==> config.mk <==
export PLATFORM = sky130hd
export DESIGN_NAME = mem_burst_ctrl_flat
export DESIGN_NICKNAME = d
export VERILOG_FILES = /design/src/rtl/mem_burst_ctrl_if.sv /design/src/rtl/mem_burst_ctrl.sv /design/src/flat_wrapper.sv
export SDC_FILE = /design/constraint.sdc
export NUM_CORES = 1
export LEC_CHECK = 0
export CAP_MARGIN = 15
export CORE_MARGIN = 1
export CORE_UTILIZATION = 30
export DETAILED_ROUTE_END_ITERATION = 10
export HOLD_SLACK_MARGIN = 0.15
export PLACE_DENSITY = 0.53
export SYNTH_ARGS = -nofsm -noshare
export SYNTH_HDL_FRONTEND = slang
export SYNTH_SLANG_ARGS = --single-unit
==> constraint.sdc <==
create_clock -name clk -period 2 [get_ports clk]
set_input_delay 0.3 -clock clk [delete_from_list [all_inputs] [get_ports clk]]
set_output_delay 0.3 -clock clk [all_outputs]
set_load 0.01 [all_outputs]
==> src/rtl/mem_burst_ctrl_if.sv <==
// Bus between the panel logic (master) and the burst controller (slave),
// including the controller's RAM port.
interface mem_burst_ctrl_if #(
  parameter int M_WIDTH   = 8,
  parameter int M_DEPTH   = 8192,
  parameter int MAX_BURST = 16
);
  localparam int AW = $clog2(M_DEPTH);
  localparam int LW = $clog2(MAX_BURST);

  // Handshakes: a command (cmd_*) or write beat (wr_data) transfers on a rising
  // edge where both valid and ready are high; valid may be held with stable
  // payload until then. rd_valid is a one-cycle strobe with no ready.
  logic               cmd_valid;
  logic               cmd_ready;
  logic               cmd_wr;
  logic [AW-1:0]      cmd_addr;
  logic [LW-1:0]      cmd_len;
  logic [M_WIDTH-1:0] wr_data;
  logic               wr_valid;
  logic               wr_ready;
  logic [M_WIDTH-1:0] rd_data;
  logic               rd_valid;
  logic               done;
  logic [M_WIDTH-1:0] mem_out;
  logic [M_WIDTH-1:0] mem_in;
  logic               mem_w_nr;
  logic [AW-1:0]      mem_addr;
  logic [2:0]         fsm_state;

  modport slave (
    input  cmd_valid, cmd_wr, cmd_addr, cmd_len, wr_data, wr_valid, mem_out,
    output cmd_ready, wr_ready, rd_data, rd_valid, done, mem_in, mem_w_nr,
           mem_addr, fsm_state
  );

  modport master (
    output cmd_valid, cmd_wr, cmd_addr, cmd_len, wr_data, wr_valid, mem_out,
    input  cmd_ready, wr_ready, rd_data, rd_valid, done, mem_in, mem_w_nr,
           mem_addr, fsm_state
  );
endinterface

==> src/rtl/mem_burst_ctrl.sv <==
// Single-port SRAM burst controller: variable-length read/write bursts with a
// configurable RAM read latency and address wrap modulo M_DEPTH.
module mem_burst_ctrl #(
  parameter int M_WIDTH   = 8,
  parameter int M_DEPTH   = 8192,
  parameter int MAX_BURST = 16,
  parameter int RD_LAT    = 2
) (
  input  logic             clk,
  input  logic             rst,
  mem_burst_ctrl_if.slave  bus
);
  localparam int AW = $clog2(M_DEPTH);
  localparam int LW = $clog2(MAX_BURST);

  localparam logic [2:0] S_IDLE  = 3'd0;
  localparam logic [2:0] S_READ  = 3'd1;
  localparam logic [2:0] S_DRAIN = 3'd2;
  localparam logic [2:0] S_WRITE = 3'd3;
  localparam logic [2:0] S_DONE  = 3'd4;

  // Pattern of the in-flight shift register when only the final beat remains.
  localparam logic [RD_LAT-1:0] VLD_TOP = RD_LAT'(1) << (RD_LAT - 1);

  logic [2:0]         state;
  logic [LW-1:0]      len_q;
  logic [LW-1:0]      cnt;
  logic [AW-1:0]      ptr;
  logic [RD_LAT-1:0]  vld_sr;
  logic               issue;

  logic [AW-1:0]      mem_addr_q;
  logic [M_WIDTH-1:0] mem_in_q;
  logic               mem_w_nr_q;
  logic [M_WIDTH-1:0] rd_data_q;
  logic               rd_valid_q;
  logic               done_q;

  // Explicit compare keeps the wrap correct for non-power-of-two depths.
  function automatic logic [AW-1:0] addr_inc(input logic [AW-1:0] a);
    if (a == AW'(M_DEPTH - 1)) return '0;
    else return a + AW'(1);
  endfunction

  assign issue = ((state == S_IDLE) && bus.cmd_valid && !bus.cmd_wr) ||
                 (state == S_READ);

  assign bus.cmd_ready = (state == S_IDLE);
  assign bus.wr_ready  = (state == S_WRITE);
  assign bus.fsm_state = state;
  assign bus.mem_addr  = mem_addr_q;
  assign bus.mem_in    = mem_in_q;
  assign bus.mem_w_nr  = mem_w_nr_q;
  assign bus.rd_data   = rd_data_q;
  assign bus.rd_valid  = rd_valid_q;
  assign bus.done      = done_q;

  always_ff @(posedge clk or posedge rst) begin
    if (rst) begin
      state      <= S_IDLE;
      len_q      <= '0;
      cnt        <= '0;
      ptr        <= '0;
      vld_sr     <= '0;
      mem_addr_q <= '0;
      mem_in_q   <= '0;
      mem_w_nr_q <= 1'b0;
      rd_data_q  <= '0;
      rd_valid_q <= 1'b0;
      done_q     <= 1'b0;
    end else begin
      vld_sr[0] <= issue;
      for (int i = 1; i < RD_LAT; i++) vld_sr[i] <= vld_sr[i-1];
      rd_valid_q <= vld_sr[RD_LAT-1];
      if (vld_sr[RD_LAT-1]) rd_data_q <= bus.mem_out;
      done_q     <= 1'b0;
      mem_w_nr_q <= 1'b0;

      case (state)
        S_IDLE: begin
          if (bus.cmd_valid) begin
            len_q <= bus.cmd_len;
            cnt   <= '0;
            ptr   <= bus.cmd_addr;
            if (!bus.cmd_wr) begin
              mem_addr_q <= bus.cmd_addr;
              // A single-beat read has already issued its only address.
              state <= (bus.cmd_len == '0) ? S_DRAIN : S_READ;
            end else begin
              state <= S_WRITE;
            end
          end
        end
        S_READ: begin
          mem_addr_q <= addr_inc(mem_addr_q);
          cnt        <= cnt + LW'(1);
          if (cnt == len_q - LW'(1)) state <= S_DRAIN;
        end
        S_DRAIN: begin
          if (vld_sr == VLD_TOP) begin
            done_q <= 1'b1;
            state  <= S_IDLE;
          end
        end
        S_WRITE: begin
          if (bus.wr_valid) begin
            mem_addr_q <= ptr;
            ptr        <= addr_inc(ptr);
            mem_in_q   <= bus.wr_data;
            mem_w_nr_q <= 1'b1;
            cnt        <= cnt + LW'(1);
            if (cnt == len_q) state <= S_DONE;
          end
        end
        S_DONE: begin
          done_q <= 1'b1;
          state  <= S_IDLE;
        end
        default: state <= S_IDLE;
      endcase
    end
  end
endmodule

==> src/flat_wrapper.sv <==
// flat-port wrapper written by rule: the top's interface ports become plain ports
module mem_burst_ctrl_flat 
#(
  parameter int M_WIDTH   = 8,
  parameter int M_DEPTH   = 8192,
  parameter int MAX_BURST = 16,
  parameter int RD_LAT    = 2
)
  (clk, rst, bus_cmd_valid, bus_cmd_wr, bus_cmd_addr, bus_cmd_len, bus_wr_data, bus_wr_valid, bus_mem_out, bus_cmd_ready, bus_wr_ready, bus_rd_data, bus_rd_valid, bus_done, bus_mem_in, bus_mem_w_nr, bus_mem_addr, bus_fsm_state);
  mem_burst_ctrl_if #(.M_WIDTH(M_WIDTH), .M_DEPTH(M_DEPTH), .MAX_BURST(MAX_BURST)) bus_i ();
  input  logic clk;
  input  logic rst;
  input wire logic [$bits(bus_i.cmd_valid)-1:0] bus_cmd_valid;
  input wire logic [$bits(bus_i.cmd_wr)-1:0] bus_cmd_wr;
  input wire logic [$bits(bus_i.cmd_addr)-1:0] bus_cmd_addr;
  input wire logic [$bits(bus_i.cmd_len)-1:0] bus_cmd_len;
  input wire logic [$bits(bus_i.wr_data)-1:0] bus_wr_data;
  input wire logic [$bits(bus_i.wr_valid)-1:0] bus_wr_valid;
  input wire logic [$bits(bus_i.mem_out)-1:0] bus_mem_out;
  output wire logic [$bits(bus_i.cmd_ready)-1:0] bus_cmd_ready;
  output wire logic [$bits(bus_i.wr_ready)-1:0] bus_wr_ready;
  output wire logic [$bits(bus_i.rd_data)-1:0] bus_rd_data;
  output wire logic [$bits(bus_i.rd_valid)-1:0] bus_rd_valid;
  output wire logic [$bits(bus_i.done)-1:0] bus_done;
  output wire logic [$bits(bus_i.mem_in)-1:0] bus_mem_in;
  output wire logic [$bits(bus_i.mem_w_nr)-1:0] bus_mem_w_nr;
  output wire logic [$bits(bus_i.mem_addr)-1:0] bus_mem_addr;
  output wire logic [$bits(bus_i.fsm_state)-1:0] bus_fsm_state;
  assign bus_i.cmd_valid = bus_cmd_valid;
  assign bus_i.cmd_wr = bus_cmd_wr;
  assign bus_i.cmd_addr = bus_cmd_addr;
  assign bus_i.cmd_len = bus_cmd_len;
  assign bus_i.wr_data = bus_wr_data;
  assign bus_i.wr_valid = bus_wr_valid;
  assign bus_i.mem_out = bus_mem_out;
  assign bus_cmd_ready = bus_i.cmd_ready;
  assign bus_wr_ready = bus_i.wr_ready;
  assign bus_rd_data = bus_i.rd_data;
  assign bus_rd_valid = bus_i.rd_valid;
  assign bus_done = bus_i.done;
  assign bus_mem_in = bus_i.mem_in;
  assign bus_mem_w_nr = bus_i.mem_w_nr;
  assign bus_mem_addr = bus_i.mem_addr;
  assign bus_fsm_state = bus_i.fsm_state;
  mem_burst_ctrl #(.M_WIDTH(M_WIDTH), .M_DEPTH(M_DEPTH), .MAX_BURST(MAX_BURST), .RD_LAT(RD_LAT)) u_core (.clk(clk), .rst(rst), .bus(bus_i));
endmodule
== Yosys cells after proc, flatten, opt, wreduce, memory -nomap -nowiden ==
Index checks and enable logic that the tools add are counted.
Storage, ports and cells
  flip-flop bits (word level): 58
  output and inout port bits: 37
Cells by class
  reductions and logical operators: 14
  muxes and demuxes: 24
  add/sub/neg operators: 4
  equality and inequality tests: 15
Operator list (number)
  $mux W13: 7
  $pmux W13 S3: 1
  $add A13 B1 Y13 const B: 2
  $eq A13 B13 Y1 const B: 2
  $pmux W13 S2: 1
  $mux W3: 6
  $pmux W3 S4: 1
  $pmux W4 S3: 1
  $eq A4 B4 Y1: 2
  $mux W4: 2
  $ne A2 B2 Y1 const B: 4
  $eq A3 B2 Y1 const B: 2
  $reduce_and A3 Y1: 2
  $reduce_and A5 Y1: 1
  $add A4 B1 Y4 const B: 1
  $logic_not A4 Y1: 1
  $ne A2 B1 Y1 const B: 2
  $reduce_and A2 Y1: 2
  $reduce_and A4 Y1: 1
  $sub A4 B1 Y4 const B: 1
  $eq A3 B1 Y1 const B: 1
  $eq A3 B3 Y1 const B: 1
  $logic_not A3 Y1: 1
  $mux W1: 3
  8 further kinds: 9

== Depth between registers and ports, before layout ==
Gate-level depths: netlist of the first run.
  depth in word-level cells: 5
  mapped depth: 8
  depth with buffers taken out: 7

== Least setup slack after synthesis of the first run ==
No wires, ideal clock.
  path type: reg-to-reg
  from: register u_core.mem_addr_q[0], in the netlist u_core.bus.mem_addr[0]
  to: register u_core.mem_addr_q[4], in the netlist u_core.bus.mem_addr[4]
  arrival time: 1.620 ns
  buffers on the path: 1
  slack: 0.243 ns
  stages on the path, launching flop included: 8
  data required time: 1.862 ns
  path through: dfrtp_1 -> ha_1 -> nand3_1 -> nor4_4 -> a21oi_2 -> buf_6 -> a222oi_1 -> o22ai_1
Between the ends
  cells in the longest elaborated chain, start to end: 3
  elaborated cells between the ends (all ways): 4
  classes of those cells: add/sub: 1; eq/ne: 1; mux: 2
Ends and longest elaborated chain
  start, declared: RTL line mem_burst_ctrl.sv:32  | logic [AW-1:0] mem_addr_q;
  start signal, assigned: RTL line mem_burst_ctrl.sv:86  | mem_addr_q <= bus.cmd_addr;
  start signal, assigned: RTL line mem_burst_ctrl.sv:95  | mem_addr_q <= addr_inc(mem_addr_q);
  start signal, assigned: RTL line mem_burst_ctrl.sv:107  | mem_addr_q <= ptr;
  $add A13 B1 Y13 / $eq A13 B13 Y1 (equally long branches): RTL line mem_burst_ctrl.sv:42, mem_burst_ctrl.sv:41
  $mux W13 (*): RTL line mem_burst_ctrl.sv:41  | if (a == AW'(M_DEPTH - 1)) return '0;
  $pmux W13 S3 (*): RTL line mem_burst_ctrl.sv:79  | case (state)
Mark *: on every way between the ends. The rest lies on a longest branch, timed or not.
A chain may end at the register's enable or synchronous reset.

== Final worst setup path of the first run ==
  from: register u_core.len_q[0]
  to: register u_core.state[1], in the netlist u_core.bus.fsm_state[1]
Between the ends
  cells in the longest elaborated chain, start to end: 4
  elaborated cells between the ends (all ways): 6
  classes of those cells: add/sub: 1; eq/ne: 4; reduce/logical: 1
Ends and longest elaborated chain
  start, declared: RTL line mem_burst_ctrl.sv:26  | logic [LW-1:0] len_q;
  start signal, assigned: RTL line mem_burst_ctrl.sv:82  | len_q <= bus.cmd_len;
  $sub A4 B1 Y4: RTL line mem_burst_ctrl.sv:97  | if (cnt == len_q - LW'(1)) state <= S_DRAIN;
  $eq A4 B4 Y1: RTL line mem_burst_ctrl.sv:97
  $ne A2 B2 Y1 (no line)
  $reduce_and A5 Y1 (no line) (*)
  end signal, assigned: RTL line mem_burst_ctrl.sv:88  | state <= (bus.cmd_len == '0) ? S_DRAIN : S_READ;
  end, declared: RTL line mem_burst_ctrl.sv:25  | logic [2:0] state;
Marks and branches as above.

==> results of run 1 <==
## cells by family after synthesis
logic type      Yosys count  synth area share
mux                      21            0.0724
simple gates            106             0.175
flops                    58             0.449
xor+xnor                  9            0.0267
buf+inv                  33            0.0538
fa+ha+maj                 4            0.0155
compound gates           99             0.208
## power breakdown
group	switching, W	leakage (nW)	internal (W)	total [W]
registers	0.000577	0.707	0.00174	0.00232
clock network	0.000479	0.109	0.000732	0.00121
logic	0.00168	1.11	0.00194	0.00362
## cell usage after synthesis (5+ instances only)
master,n
o22ai_1,12
nor2_1,19
nor3_1,5
a22o_1,7
inv_1,16
dfrtp_1,58
a21oi_1,23
nand3_1,17
o21ai_0,26
and3_1,9
buf_6,5
a222oi_1,6
and2_1,5
nand2_1,27
mux2_2,19
## path summary, 6_finish.rpt
kind                                  start  cells after the start  slack, ns                 endpoint
max in group asynchronous               rst                      3       1.36  u_core.bus.fsm_state[1]
min reg2reg                u_core.vld_sr[0]                      0       0.38         u_core.vld_sr[1]
min in group clk           u_core.vld_sr[0]                      0       0.38         u_core.vld_sr[1]
min                                     rst                      3       0.32          u_core.len_q[0]
max                         u_core.len_q[0]                      7       0.13  u_core.bus.fsm_state[1]
max reg2reg                 u_core.len_q[0]                      7       0.13  u_core.bus.fsm_state[1]
## cell type report
type | instances | area, µm²
Clock buffer | 11 | 141
Clock inverter | 5 | 77.6
Fill cell | 1030 | 5860
Inverter | 17 | 66.3
Multi-Input combinational cell | 239 | 1620
Sequential cell | 58 | 1450
Tap cell | 136 | 170
Timing Repair Buffer | 100 | 983
## repair_timing
item / 4_1_cts / 5_1_grt
buffers inserted: 0 / 1
gates resized for setup: 5 / 2
setup endpoints to repair: 2 / 3
## cells in the final DEF, fill, tap and decap left out, types with 3 or more instances in the layout
master / instances
a21oi_1: 23
a222oi_1: 6
a22o_1: 7
and2_1: 5
and3_1: 9
buf_12: 4
buf_4: 22
clkbuf_8: 10
clkdlybuf4s50_1: 72
dfrtp_1: 57
ha_1: 4
inv_1: 15
mux2_2: 19
nand2_1: 27
nand2b_1: 3
nand3_1: 17
nor2_1: 19
nor3_1: 5
o21ai_0: 26
o22ai_1: 12
o31ai_1: 4
xnor2_1: 4
xor2_1: 4
## metal layers
| metal | wire [µm] | vias to the layer above | track usage |
|---|---|---|---|
| li1 | - | 1402 | - |
| met1 | 4090 | 1380 | 0.226 |
| met2 | 3960 | 85 | 0.255 |
| met3 | 482 | 10 | 0.0334 |
| met4 | 139 | 0 | 0.0625 |
| met5 | 0 | - | 0 |
## worst max-delay path: cells and delay by family, from the launching register on
kind	cells	cell delay (ns)
AOI/OAI and AO/OA	1	0.22
xor gates and xnor gates	1	0.14
adders and majority gates	1	0.30
buffers and inverters	1	0.07
DFF	1	0.38
muxes	1	0.20
and+or+nand+nor	2	0.48
## flip-flops by register name, indices dropped and copies added (netlist names)
name / count
u_core.bus.fsm_state: 3
u_core.len_q: 4
u_core.bus.rd_data: 8
u_core.ptr: 13
u_core.bus.mem_w_nr: 1
u_core.vld_sr: 2
u_core.bus.done: 1
u_core.bus.mem_in: 8
u_core.bus.rd_valid: 1
u_core.bus.mem_addr: 13
u_core.cnt: 4
## through the flow
| stage | total power, W | utilization |
|---|---|---|
| global route | 0.00771 | 0.435 |
| detailed placement | 0.00592 | 0.412 |
| finish | 0.00714 | 0.435 |
| floorplan | 0.00436 | - |
| CTS | 0.00717 | 0.433 |
| global placement | 0.00587 | 0.412 |
==> metrics.yaml, run 1 <==
finish:
  fin_area_um2: 4510
  finalNonFillerCells: 566
  syn2layout_area_growth_pct: 39.6
  nNetsFinal: 467
  drive_gt1_frac: 0.188
  num_antenna_cells: 0
yosys:
  yosysSeqAreaShare: 0.449
  synth-main-ff-cell: "dfrtp_1"
  ys_ff_latch: 58
  synthTopCellsByArea: "dfrtp_1 45%, mux2_2 6.6%, o21ai_0 4.0%"
  synth_cells: 330
  avgSynthCellArea_um2: 9.79
  synthDistinctLibCells: 57
  synth_top_area_frac: 0.449
  synth_top_area_cell: "dfrtp_1"
  synth_edf_count: 0
  synth_area_um2: 3230
  synthArstFlopShare: 1.00
  ys_warn_count: 0
  synth.net_count: 372
clocking:
  cts.path.max_buffers: 2
  cts.sinks: 58
  clk_pin_slew_ns: 0.07
  root_buffer: "clkbuf_8"
  cts_max_level: 3
  cts_tree: "done"
  clk_latency_ns: 0.34
  hold_buffers: 0
  cts-buffers-inserted: 9
place:
  place_area_um2: 4270
  dp_cells: 549
  place_ws_ns: -0.0549
  io_buffers: 74
  globalplace.congestion: 0.813
  dpl.hpwl_mm: 6.29
routing:
  vias: 2877
  drtPass1Iterations: 7
  drt_iter0_drc: 175
  via_per_inst: 5.08
  wl_mm: 8.67
  drc_errors: 0
  detail_route.wl_per_cell_um: 15.3
  detail-route-antenna-nets: 0
critical_path:
  worst_ep_required_time_ns: 2.26
  crit_type: "reg2reg"
  cp-start-kind: "flop"
  cp.arrival_ns: 2.13
  path_max_fanout: 3
  worstPathCellList: "inv_1 > ha_1 > xor2_1 > nand3_1 > or3_1 > a31oi_4 > mux2i_1"
  max_stage_delay_ns: 0.40
  end_kind: "flop"
  crit_slowest_cell: "or3_1"
power:
  power_leakage_nw: 1.92
  power.density_nw_per_um2: 1580
  vdd_ir_drop_max_mv: 0.720
sta:
  whs_ns: 0.323
  maxSlewHeadroom: 0.667
  setup_violations: 0
  tightestPinTransition_ns: 0.494
  drv_slew: 0
  setup_tns_ns: 0
  clock.fmax_ghz: 0.534
  period_share: 0.937
  rsz0062_at_grt: "false"
  setup_ws_ns: 0.126
  finClkSkew_ns: 0.0105
  hold_viol: 0
  fin_crit_ns: 1.87
global_routing:
  gr-total-overflow: 0
  antenna_found_initial: 0
  grt_use_total: 0.165
  grt_max_degree: 59
  grt_pass1_wl_mm: 14.5
  grt_pass1_vias: 2853
floorplanning:
  die_y_um: 106
  start_util: 0.312
  die_w_um: 106
  core-area_um2: 10400
  num_rows: 37
  ios: 75
  die_area_um2: 11200
flow_run:
  cap_violations: 0
worst_hold_path:
  min_path_type: "in2async"
outcome:
  outcome: "completed"
No activity file was read; power rests on OpenSTA's default activity.
==> run 2, diff against run 1 <==
==> constraint.sdc (replaced) <==
create_clock -name clk -period 2 [get_ports clk]
set_input_delay 0.3 -clock clk [delete_from_list [all_inputs] [get_ports clk]]
set_output_delay 0.3 -clock clk [all_outputs]
set_load 0.005 [all_outputs]
==> run 2 against run 1 <==
Compared with the run above: sequential share of layout area fell by 0.43 points; first-iteration DRC count rose by 0.57%; count of clock-buffer cells in the layout did not move; clock skew fell by 0.0045 ns; maximum frequency fell by 3.2%; critical path type is now reg2out; critical endpoint is now bus_cmd_ready; largest cell class unchanged.
==> metrics.yaml, run 2 (synthesis gave the netlist of run 1 again) <==
outcome:
  outcome: "completed"
sta:
  finClkSkew_ns: 0.00603
  setup_violations: 0
  clock.fmax_ghz: 0.517
  fin_crit_ns: 1.94
  tightestPinTransition_ns: 0.459
  maxSlewHeadroom: 0.694
  period_share: 0.968
  drv_slew: 0
  hold_viol: 0
critical_path:
  worst_ep_required_time_ns: 1.70
  max_stage_delay_ns: 0.52
  worstPathCellList: "buf_4 > nor3_4 > clkdlybuf4s50_1"
  cp-start-kind: "flop"
  crit_type: "reg2out"
  reg2regPathDepth: 6
  path_buf_inv: 2
  crit_slowest_cell: "clkdlybuf4s50_1"
  r2r-end: "u_core.bus.mem_addr[4]"
  cp.arrival_ns: 1.64
  timing.rr.start: "u_core.bus.mem_addr[1]"
  path_max_fanout: 11
  rrSetupSlack_ns: 0.14
  end_kind: "primary output"
  worst_path_dominant_cell_family: "buffers and inverters"
finish:
  regArea_um2: 1450
  multi_input_area_um2: 1630
  layout_common_cells: "74 x clkdlybuf4s50_1, 57 x dfrtp_1, 30 x buf_4"
  layout_commonest_cell: "clkdlybuf4s50_1"
  nNetsFinal: 474
  postLayoutCoreUtil: 0.441
  syn2layout_area_growth_pct: 41.5
  fin_area_um2: 4570
  drive_gt1_frac: 0.202
  num_antenna_cells: 0
  nFillCells: 1003
routing:
  drt_iter0_drc: 176
  via_per_inst: 5.20
  wl_mm: 8.74
  drtPass1Iterations: 5
  drc_errors: 0
  detail_route.wl_per_cell_um: 15.3
  detail-route-antenna-nets: 0
  vias: 2972
floorplanning:
  die_y_um: 106
  die_w_um: 106
  ios: 75
  die_area_um2: 11200
  start_util: 0.312
  core-area_um2: 10400
  num_rows: 37
clocking:
  clk_latency_ns: 0.33
  cts-buffers-inserted: 9
  cts_tree: "done"
  root_buffer: "clkbuf_8"
  clk_pin_slew_ns: 0.07
  cts.sinks: 58
  cts_max_level: 3
  hold_buffers: 0
  cts.path.max_buffers: 2
global_routing:
  grt_pass1_vias: 2965
  antenna_found_initial: 0
  gr-total-overflow: 0
  grt_pass1_wl_mm: 14.8
  grt_use_total: 0.168
  grt_max_degree: 59
power:
  vdd_ir_drop_max_mv: 0.722
  combPwrFrac: 0.503
  power.density_nw_per_um2: 1560
  intPower_w: 0.00450
  seq_power_share: 0.323
  power_switching_w: 0.00263
  switching_share: 0.369
  power_leakage_nw: 1.94
  pwr-share-clk: 0.174
worst_hold_path:
  min_path_type: "in2async"
place:
  io_buffers: 74
  dpl.hpwl_mm: 6.37
  globalplace.congestion: 0.849
  place_area_um2: 4300
flow_run:
  cap_violations: 0
==> run 2: cell types whose count changed in the layout (fill, tap and decap cells not counted), moves of 2 or more <==
cell	previous run	this run
buf_4	22	30
clkinv_2	2	0
clkdlybuf4s50_1	72	74
dlygate4sd2_1	2	0
==> run 2: worst max-delay path by stage <==
stage / end / slack [ns] / cells past startpoint / startpoint
floorplan: u_core.bus.fsm_state[0] / 0.24 / 7 / u_core.len_q[0]
global placement: u_core.ptr[5] / -0.03 / 6 / bus_cmd_valid
detailed placement: u_core.ptr[5] / -0.05 / 7 / bus_cmd_valid
CTS: bus_cmd_ready / 0.03 / 3 / u_core.bus.fsm_state[0]
global route: bus_cmd_ready / -0.01 / 3 / u_core.bus.fsm_state[0]
finish: bus_cmd_ready / 0.06 / 3 / u_core.bus.fsm_state[0]
==> run 2: worst reg2reg max path: cells and delay by family (launching register included) <==
family / cells / cell delay, ns
fa+ha+maj: 1 / 0.22
simple gates: 2 / 0.36
flops: 1 / 0.41
compound gates: 3 / 0.73
==> run 2: final cells by class <==
cell class,count,share of cell area
Clock buffer,11,0.0331
Inverter,17,0.0145
Timing Repair Buffer,107,0.224
Tap cell,136,0.0372
Sequential cell,58,0.318
Multi-Input combinational cell,239,0.357
Clock inverter,4,0.0164
==> run 2: what timing repair did <==
item	CTS	global route
endpoints found under the setup margin	2	5
gates resized for setup	3	4
buffers inserted	2	0
==> run 2: power groups by stage <==
stage	clock, W	sequential (W)	combinational, W
2_1_floorplan	0	0.00223	0.00199
3_3_place_gp	0	0.00230	0.00346
3_5_place_dp	0	0.00233	0.00349
4_1_cts	0.00128	0.00230	0.00357
5_1_grt	0.00133	0.00241	0.00397
6_report	0.00124	0.00230	0.00359
==> run 2: routing by layer <==
layer	global-route usage	routed length (µm)	up-vias
li1	-	-	1417
met1	0.227	4070	1454
met2	0.269	4080	93
met3	0.0371	503	8
met4	0.0486	95	0
met5	0	0	-
==> run 2: per-stage QoR <==
stage / TNS (ns) / setup WS [ns] / instances / power (W) / hold slack, ns
3_3_place_gp: -0.0275 / -0.0275 / 555 / 0.00576 / 0.353
2_1_floorplan: 0 / 0.243 / 330 / 0.00422 / 0.346
4_1_cts: 0 / 0.0335 / 572 / 0.00714 / 0.353
3_5_place_dp: -0.138 / -0.0504 / 555 / 0.00582 / 0.358
5_1_grt: -0.0100 / -0.0100 / 572 / 0.00770 / 0.385
6_report: 0 / 0.0643 / 572 / 0.00713 / 0.347
